`src/rtl/grey_pkg.sv`:
```
// Gray-code helpers and step-command encoding shared by the counter files.
// Latency: pure combinational functions, no state.
// Backpressure: none; callers consume results in the same cycle.
package grey_pkg;

  // Widest counter supported; helpers work at this width and callers truncate.
  localparam int unsigned MAX_W = 32;

  // One decoded command per clock edge, already resolved by priority.
  typedef enum logic [2:0] {
    HOLD = 3'd0,
    UP   = 3'd1,
    DOWN = 3'd2,
    CLR  = 3'd3,
    LOAD = 3'd4
  } step_cmd_e;

  // Reflected binary to Gray: each Gray bit is the XOR of adjacent binary bits.
  function automatic logic [MAX_W-1:0] f_bin2gray(input logic [MAX_W-1:0] x);
    return x ^ (x >> 1);
  endfunction

  // Gray to binary: running XOR from the MSB down. Zero-extended inputs are
  // safe because leading zeros leave the running XOR untouched.
  function automatic logic [MAX_W-1:0] f_gray2bin(input logic [MAX_W-1:0] g);
    logic [MAX_W-1:0] b;
    b[MAX_W-1] = g[MAX_W-1];
    for (int i = MAX_W - 2; i >= 0; i--) begin
      b[i] = b[i+1] ^ g[i];
    end
    return b;
  endfunction

  // Resolve the raw control pins into one command: clr > load > single step.
  // inc and dec together cancel out and hold the count.
  function automatic step_cmd_e f_decode_cmd(input logic clr,
                                             input logic load,
                                             input logic inc,
                                             input logic dec);
    step_cmd_e cmd;
    cmd = HOLD;
    if (clr) begin
      cmd = CLR;
    end else if (load) begin
      cmd = LOAD;
    end else if (inc && !dec) begin
      cmd = UP;
    end else if (dec && !inc) begin
      cmd = DOWN;
    end
    return cmd;
  endfunction

endpackage

```
`src/rtl/grey_rst_sync.sv`:
```
// Reset synchroniser: asserts asynchronously, releases on the clock.
// Latency: release appears on the 2nd rising clk edge after rst goes high.
// Backpressure: none; free-running two-flop chain.
module grey_rst_sync (
  input  logic clk,
  input  logic rst,
  output logic rst_sync_n
);

  logic meta_q;
  logic sync_q;

  // Two-flop chain: rst low clears both at once, a high rst walks a 1 through.
  always_ff @(posedge clk or negedge rst) begin
    if (!rst) begin
      meta_q <= 1'b0;
      sync_q <= 1'b0;
    end else begin
      meta_q <= 1'b1;
      sync_q <= meta_q;
    end
  end

  assign rst_sync_n = sync_q;

endmodule

```
`src/rtl/grey_code_counter.sv`:
```
// Parametrised Gray counter with up/down, load, clear and wrap/saturate modes.
// Latency: 1 cycle from an accepted command to grey, grey_next, bin and flags.
// Backpressure: none; a command is acted on every clock edge out of reset.
module grey_code_counter
  import grey_pkg::*;
#(
  parameter int unsigned      WIDTH   = 6,
  parameter bit               WRAP    = 1'b1,
  parameter logic [WIDTH-1:0] RST_VAL = '0
) (
  input  logic             clk,
  input  logic             rst,
  input  logic             clr,
  input  logic             load,
  input  logic [WIDTH-1:0] load_grey,
  input  logic             inc,
  input  logic             dec,
  output logic [WIDTH-1:0] grey,
  output logic [WIDTH-1:0] grey_next,
  output logic [WIDTH-1:0] bin,
  output logic             at_max,
  output logic             at_min,
  output logic             wrapped
);

  localparam logic [WIDTH-1:0] MAX_CNT = {WIDTH{1'b1}};
  localparam logic [WIDTH-1:0] ONE     = WIDTH'(1);

  // Width-local views of the package helpers.
  function automatic logic [WIDTH-1:0] to_gray(input logic [WIDTH-1:0] x);
    return WIDTH'(f_bin2gray(MAX_W'(x)));
  endfunction

  function automatic logic [WIDTH-1:0] from_gray(input logic [WIDTH-1:0] g);
    return WIDTH'(f_gray2bin(MAX_W'(g)));
  endfunction

  // Count one step up under the wrap rule; saturating counters stick at max.
  function automatic logic [WIDTH-1:0] succ(input logic [WIDTH-1:0] x);
    logic [WIDTH-1:0] r;
    r = x + ONE;
    if (!WRAP && (x == MAX_CNT)) begin
      r = x;
    end
    return r;
  endfunction

  localparam logic [WIDTH-1:0] RST_GREY = to_gray(RST_VAL);
  localparam logic [WIDTH-1:0] RST_NEXT = to_gray(succ(RST_VAL));
  localparam logic             RST_MAX  = (RST_VAL == MAX_CNT);
  localparam logic             RST_MIN  = (RST_VAL == '0);

  logic             w_rst_n;
  step_cmd_e        cmd;
  logic [WIDTH-1:0] bin_q;
  logic [WIDTH-1:0] bin_nxt;
  logic             wrap_nxt;
  logic [WIDTH-1:0] grey_q;
  logic [WIDTH-1:0] grey_next_q;
  logic             at_max_q;
  logic             at_min_q;
  logic             wrapped_q;

  // The counter only runs once the released reset has been retimed to clk.
  grey_rst_sync u_rst_sync (
    .clk        (clk),
    .rst        (rst),
    .rst_sync_n (w_rst_n)
  );

  // Next binary count and wrap event for this edge.
  always_comb begin
    cmd      = f_decode_cmd(clr, load, inc, dec);
    bin_nxt  = bin_q;
    wrap_nxt = 1'b0;
    unique case (cmd)
      CLR: begin
        bin_nxt = RST_VAL;
      end
      LOAD: begin
        bin_nxt = from_gray(load_grey);
      end
      UP: begin
        if (bin_q == MAX_CNT) begin
          if (WRAP) begin
            bin_nxt  = '0;
            wrap_nxt = 1'b1;
          end
        end else begin
          bin_nxt = bin_q + ONE;
        end
      end
      DOWN: begin
        if (bin_q == '0) begin
          if (WRAP) begin
            bin_nxt  = MAX_CNT;
            wrap_nxt = 1'b1;
          end
        end else begin
          bin_nxt = bin_q - ONE;
        end
      end
      default: begin
        bin_nxt = bin_q;
      end
    endcase
  end

  // Every output is registered from the same next count so they move together
  // and nothing combinational reaches the cross-domain Gray bus.
  always_ff @(posedge clk or negedge w_rst_n) begin
    if (!w_rst_n) begin
      bin_q       <= RST_VAL;
      grey_q      <= RST_GREY;
      grey_next_q <= RST_NEXT;
      at_max_q    <= RST_MAX;
      at_min_q    <= RST_MIN;
      wrapped_q   <= 1'b0;
    end else begin
      bin_q       <= bin_nxt;
      grey_q      <= to_gray(bin_nxt);
      grey_next_q <= to_gray(succ(bin_nxt));
      at_max_q    <= (bin_nxt == MAX_CNT);
      at_min_q    <= (bin_nxt == '0);
      wrapped_q   <= wrap_nxt;
    end
  end

  assign grey      = grey_q;
  assign grey_next = grey_next_q;
  assign bin       = bin_q;
  assign at_max    = at_max_q;
  assign at_min    = at_min_q;
  assign wrapped   = wrapped_q;

endmodule

```
`config.mk`:
```
export PLATFORM = sky130hd
export DESIGN_NAME = grey_code_counter
export DESIGN_NICKNAME = d
export VERILOG_FILES = /design/src/rtl/grey_pkg.sv /design/src/rtl/grey_rst_sync.sv /design/src/rtl/grey_code_counter.sv
export SDC_FILE = /design/constraint.sdc
export NUM_CORES = 1
export LEC_CHECK = 0
export BUFFER_PORTS_ARGS = -buffer_cell sky130_fd_sc_hd__buf_2
export CAP_MARGIN = 10
export CORE_MARGIN = 5
export CORE_UTILIZATION = 58
export DETAILED_ROUTE_END_ITERATION = 10
export GPL_TIMING_DRIVEN = 0
export PLACE_DENSITY_LB_ADDON = 0.08
export SYNTH_ARGS = -nofsm -noshare
export SYNTH_HDL_FRONTEND = slang
export SYNTH_SLANG_ARGS = --single-unit
```
`constraint.sdc`:
```
create_clock -name clk -period 1.52 [get_ports clk]
set_input_delay 0.152 -clock clk [delete_from_list [all_inputs] [get_ports clk]]
set_output_delay 0.152 -clock clk [all_outputs]
set_load 0.02 [all_outputs]
```
==> flow_metrics.tcl <==
set metrics [dict create \
    status "finished with violations" \
    violations "setup timing" \
    yosysMostFrequentCell "dfrtp_1" \
    max_clock_freq_mhz 398 \
    place_area_um2 1780 \
    synth_top_family_by_area "simple AND/OR/NAND/NOR gates" \
    drt_iter0_drc 137 \
    clk_pin_slew_ns 0.12 \
    ant_nets 0 \
    cts_tree "yes" \
    wl_per_cell_um 20.9 \
    nets 232 \
    avgSynthCellArea_um2 10.7 \
    fillers 104 \
    total_leakage_power_nw 1.00 \
    grt_overflow 0 \
    worstSkewPairLatency_ns 0.32 \
    grt_usage 0.243 \
    muxShareOfSynthArea 0.00739 \
    io_pins 33 \
    min_path_cells 2 \
    synth_area_leaders "dfrtp_1, ha_1, xnor2_1" \
    async_flop_share 1.00 \
    routed_wl_um 4980 \
    via_count 1484 \
    synth_compound_gate_area_share 0.172 \
    finalCritPeriodShare 1.65 \
    grt_max_degree 21 \
    min_period_ns 2.51 \
    hold-worst-slack_ns 0.0564 \
    root_buffer "clkbuf_4" \
    finalSetupTns_ns -10.13 \
    yosysTopAreaCell "dfrtp_1" \
    dr.pass1.iters 4 \
    h-tree-depth 1 \
    required_ns 1.71 \
    setup_slack_ns -0.994 \
    yosys_warnings 0 \
    criticalPathCategory "reg -> reg" \
    hold_viol_final 0 \
    antenna_found_initial 0 \
    p_total_mw 2.39 \
    min_path_type "in -> reg" \
    synth-seq-cells 22 \
    final_layout_size_suffix_gt1_frac 0.611 \
    syn-num-nets 166 \
    worstPathMaxFanout 4 \
    fp.dieH_um 61.3 \
    ir_drop_mv 0.976 \
    ys_seq_area_frac 0.363 \
    start_util 0.610 \
    endpoint_kind "register" \
    grt_pass1_vias 1333 \
    synth_top_area_frac 0.328 \
    io_buffers 30 \
    slew_headroom 0.484 \
    netlist_area_um2 1520 \
    reg2reg_slack_ns -0.99 \
    synth-simple-area-share 0.194 \
    die-area_um2 3750 \
    maxSlewViolCount 0 \
    syn2layout_area_growth_pct 50.2 \
    cts_max_path_buffers 2 \
    crit_arrival_ns 2.71 \
    worst-r2r-cell-count 9 \
    finalInstanceArea_um2 2290 \
    yosys-top-cells-count "dfrtp_1, ha_1, xnor2_1" \
    synth_fa_ha_area_frac 0.0903 \
    routed_via_density 6.24 \
    startpoint_type "register" \
    synth_flop_cell "dfrtp_1" \
    core_um2 2500 \
    rows 18 \
    dp_hpwl_um 2550 \
    worstMarginPinSlew_ns 0.775 \
    die_w_um 61.3 \
    synth_cells 143 \
    pre_cts_ws_ns -1.13 \
    cts_sinks 22 \
    synth_edf_count 0 \
    rsz0062_at_grt "true" \
    maxCapViolations 0 \
    synthXorXnorAreaFrac 0.117 \
    setup_viol 19 \
    power.density_nw_per_um2 1040 \
    fin_skew_ns 0.00599 \
    grt_pass1_wl_um 6560 \
    numCtsBuffers 3 \
    drc 0 \
    diodes 0 \
    synth_cell_types 57 \
    place.gp.congestion 0.872 \
]
-- flip-flops by register name (all words and copies together), names as in the netlist --
signal,flops
u_rst_sync.meta_q,1
at_min,1
grey,5
at_max,1
grey_next,6
u_rst_sync.rst_sync_n,1
wrapped,1
bin,6
-- metrics by stage --
step / utilization / cells
detailed placement: 0.711 / 203
floorplan: - / 143
global placement: 0.711 / 203
finish: 0.915 / 238
CTS: 0.833 / 225
global route: 0.915 / 238
-- cell usage in the layout, fill, tap and decap left out, types with 3 or more instances in the layout --
master	count
buf_2	31
buf_4	25
buf_6	10
clkbuf_4	3
dfrtp_1	16
dfrtp_2	4
ha_4	8
inv_1	3
inv_2	3
nand2_1	5
nand2b_1	4
nand3_1	4
nand3b_1	3
nor2_1	7
o21a_1	3
o21ai_2	3
xnor2_1	5
xnor2_2	3
-- routing by layer --
layer | vias to the layer above | track usage | wire length (um)
li1 | 635 | - | -
met1 | 724 | 0.325 | 1870
met2 | 100 | 0.394 | 2480
met3 | 25 | 0.0461 | 434
met4 | 0 | 0.0867 | 194
met5 | - | 0 | 0
-- layout make-up --
cell class | count | area, um^2 | area share
Tap cell | 30 | 37.5 | 0.0164
Buffer | 6 | 61.3 | 0.0268
Clock buffer | 4 | 36.3 | 0.0159
Multi-Input combinational cell | 107 | 1140 | 0.500
Inverter | 7 | 31.3 | 0.0137
Timing Repair Buffer | 62 | 419 | 0.183
Sequential cell | 22 | 558 | 0.244
-- path summary, 6_finish.rpt --
path | start | endpoint
max | bin[1]$_DFF_PN0_ | grey_next[4]$_DFF_PN0_
min | clr | bin[1]$_DFF_PN0_
max reg2reg | bin[1]$_DFF_PN0_ | grey_next[4]$_DFF_PN0_
min reg2reg | u_rst_sync.rst_sync_n$_DFF_PN0_ | grey[0]$_DFF_PN0_
max in group asynchronous | u_rst_sync.rst_sync_n$_DFF_PN0_ | bin[3]$_DFF_PN0_
min in group asynchronous | rst | u_rst_sync.rst_sync_n$_DFF_PN0_
-- power breakdown --
part	total, mW	internal [mW]	switching (mW)	leakage [nW]
Clock	0.327	0.147	0.181	0.0210
Combinational	1.26	0.589	0.668	0.708
Sequential	0.802	0.707	0.0952	0.271
Total	2.39	1.44	0.944	1.00
-- cells by family after synthesis --
family | after synthesis
AOI/OAI and AO/OA | 31
xor gates and xnor gates | 15
adders and majority gates | 11
buffers and inverters | 14
DFF | 22
muxes | 1
other | 1
and+or+nand+nor | 48
-- worst max-delay path, stage by stage (launching register included) --
cell and delay, ns:
dfrtp_2 0.50, buf_4 0.19, nor3_4 0.23, xnor2_2 0.16
a21oi_2 0.10, or3_4 0.41, buf_6 0.15, ha_4 0.15
and3_4 0.17, xnor3_1 0.35
-- what timing repair did --
item	in CTS	in global routing
hold buffers	1	0
hold endpoints to repair	2	0
resized for setup	29	18
buffers inserted	18	13
pin swaps	21	17
setup endpoints to repair	19	19
(Power assumes the default switching activity.)
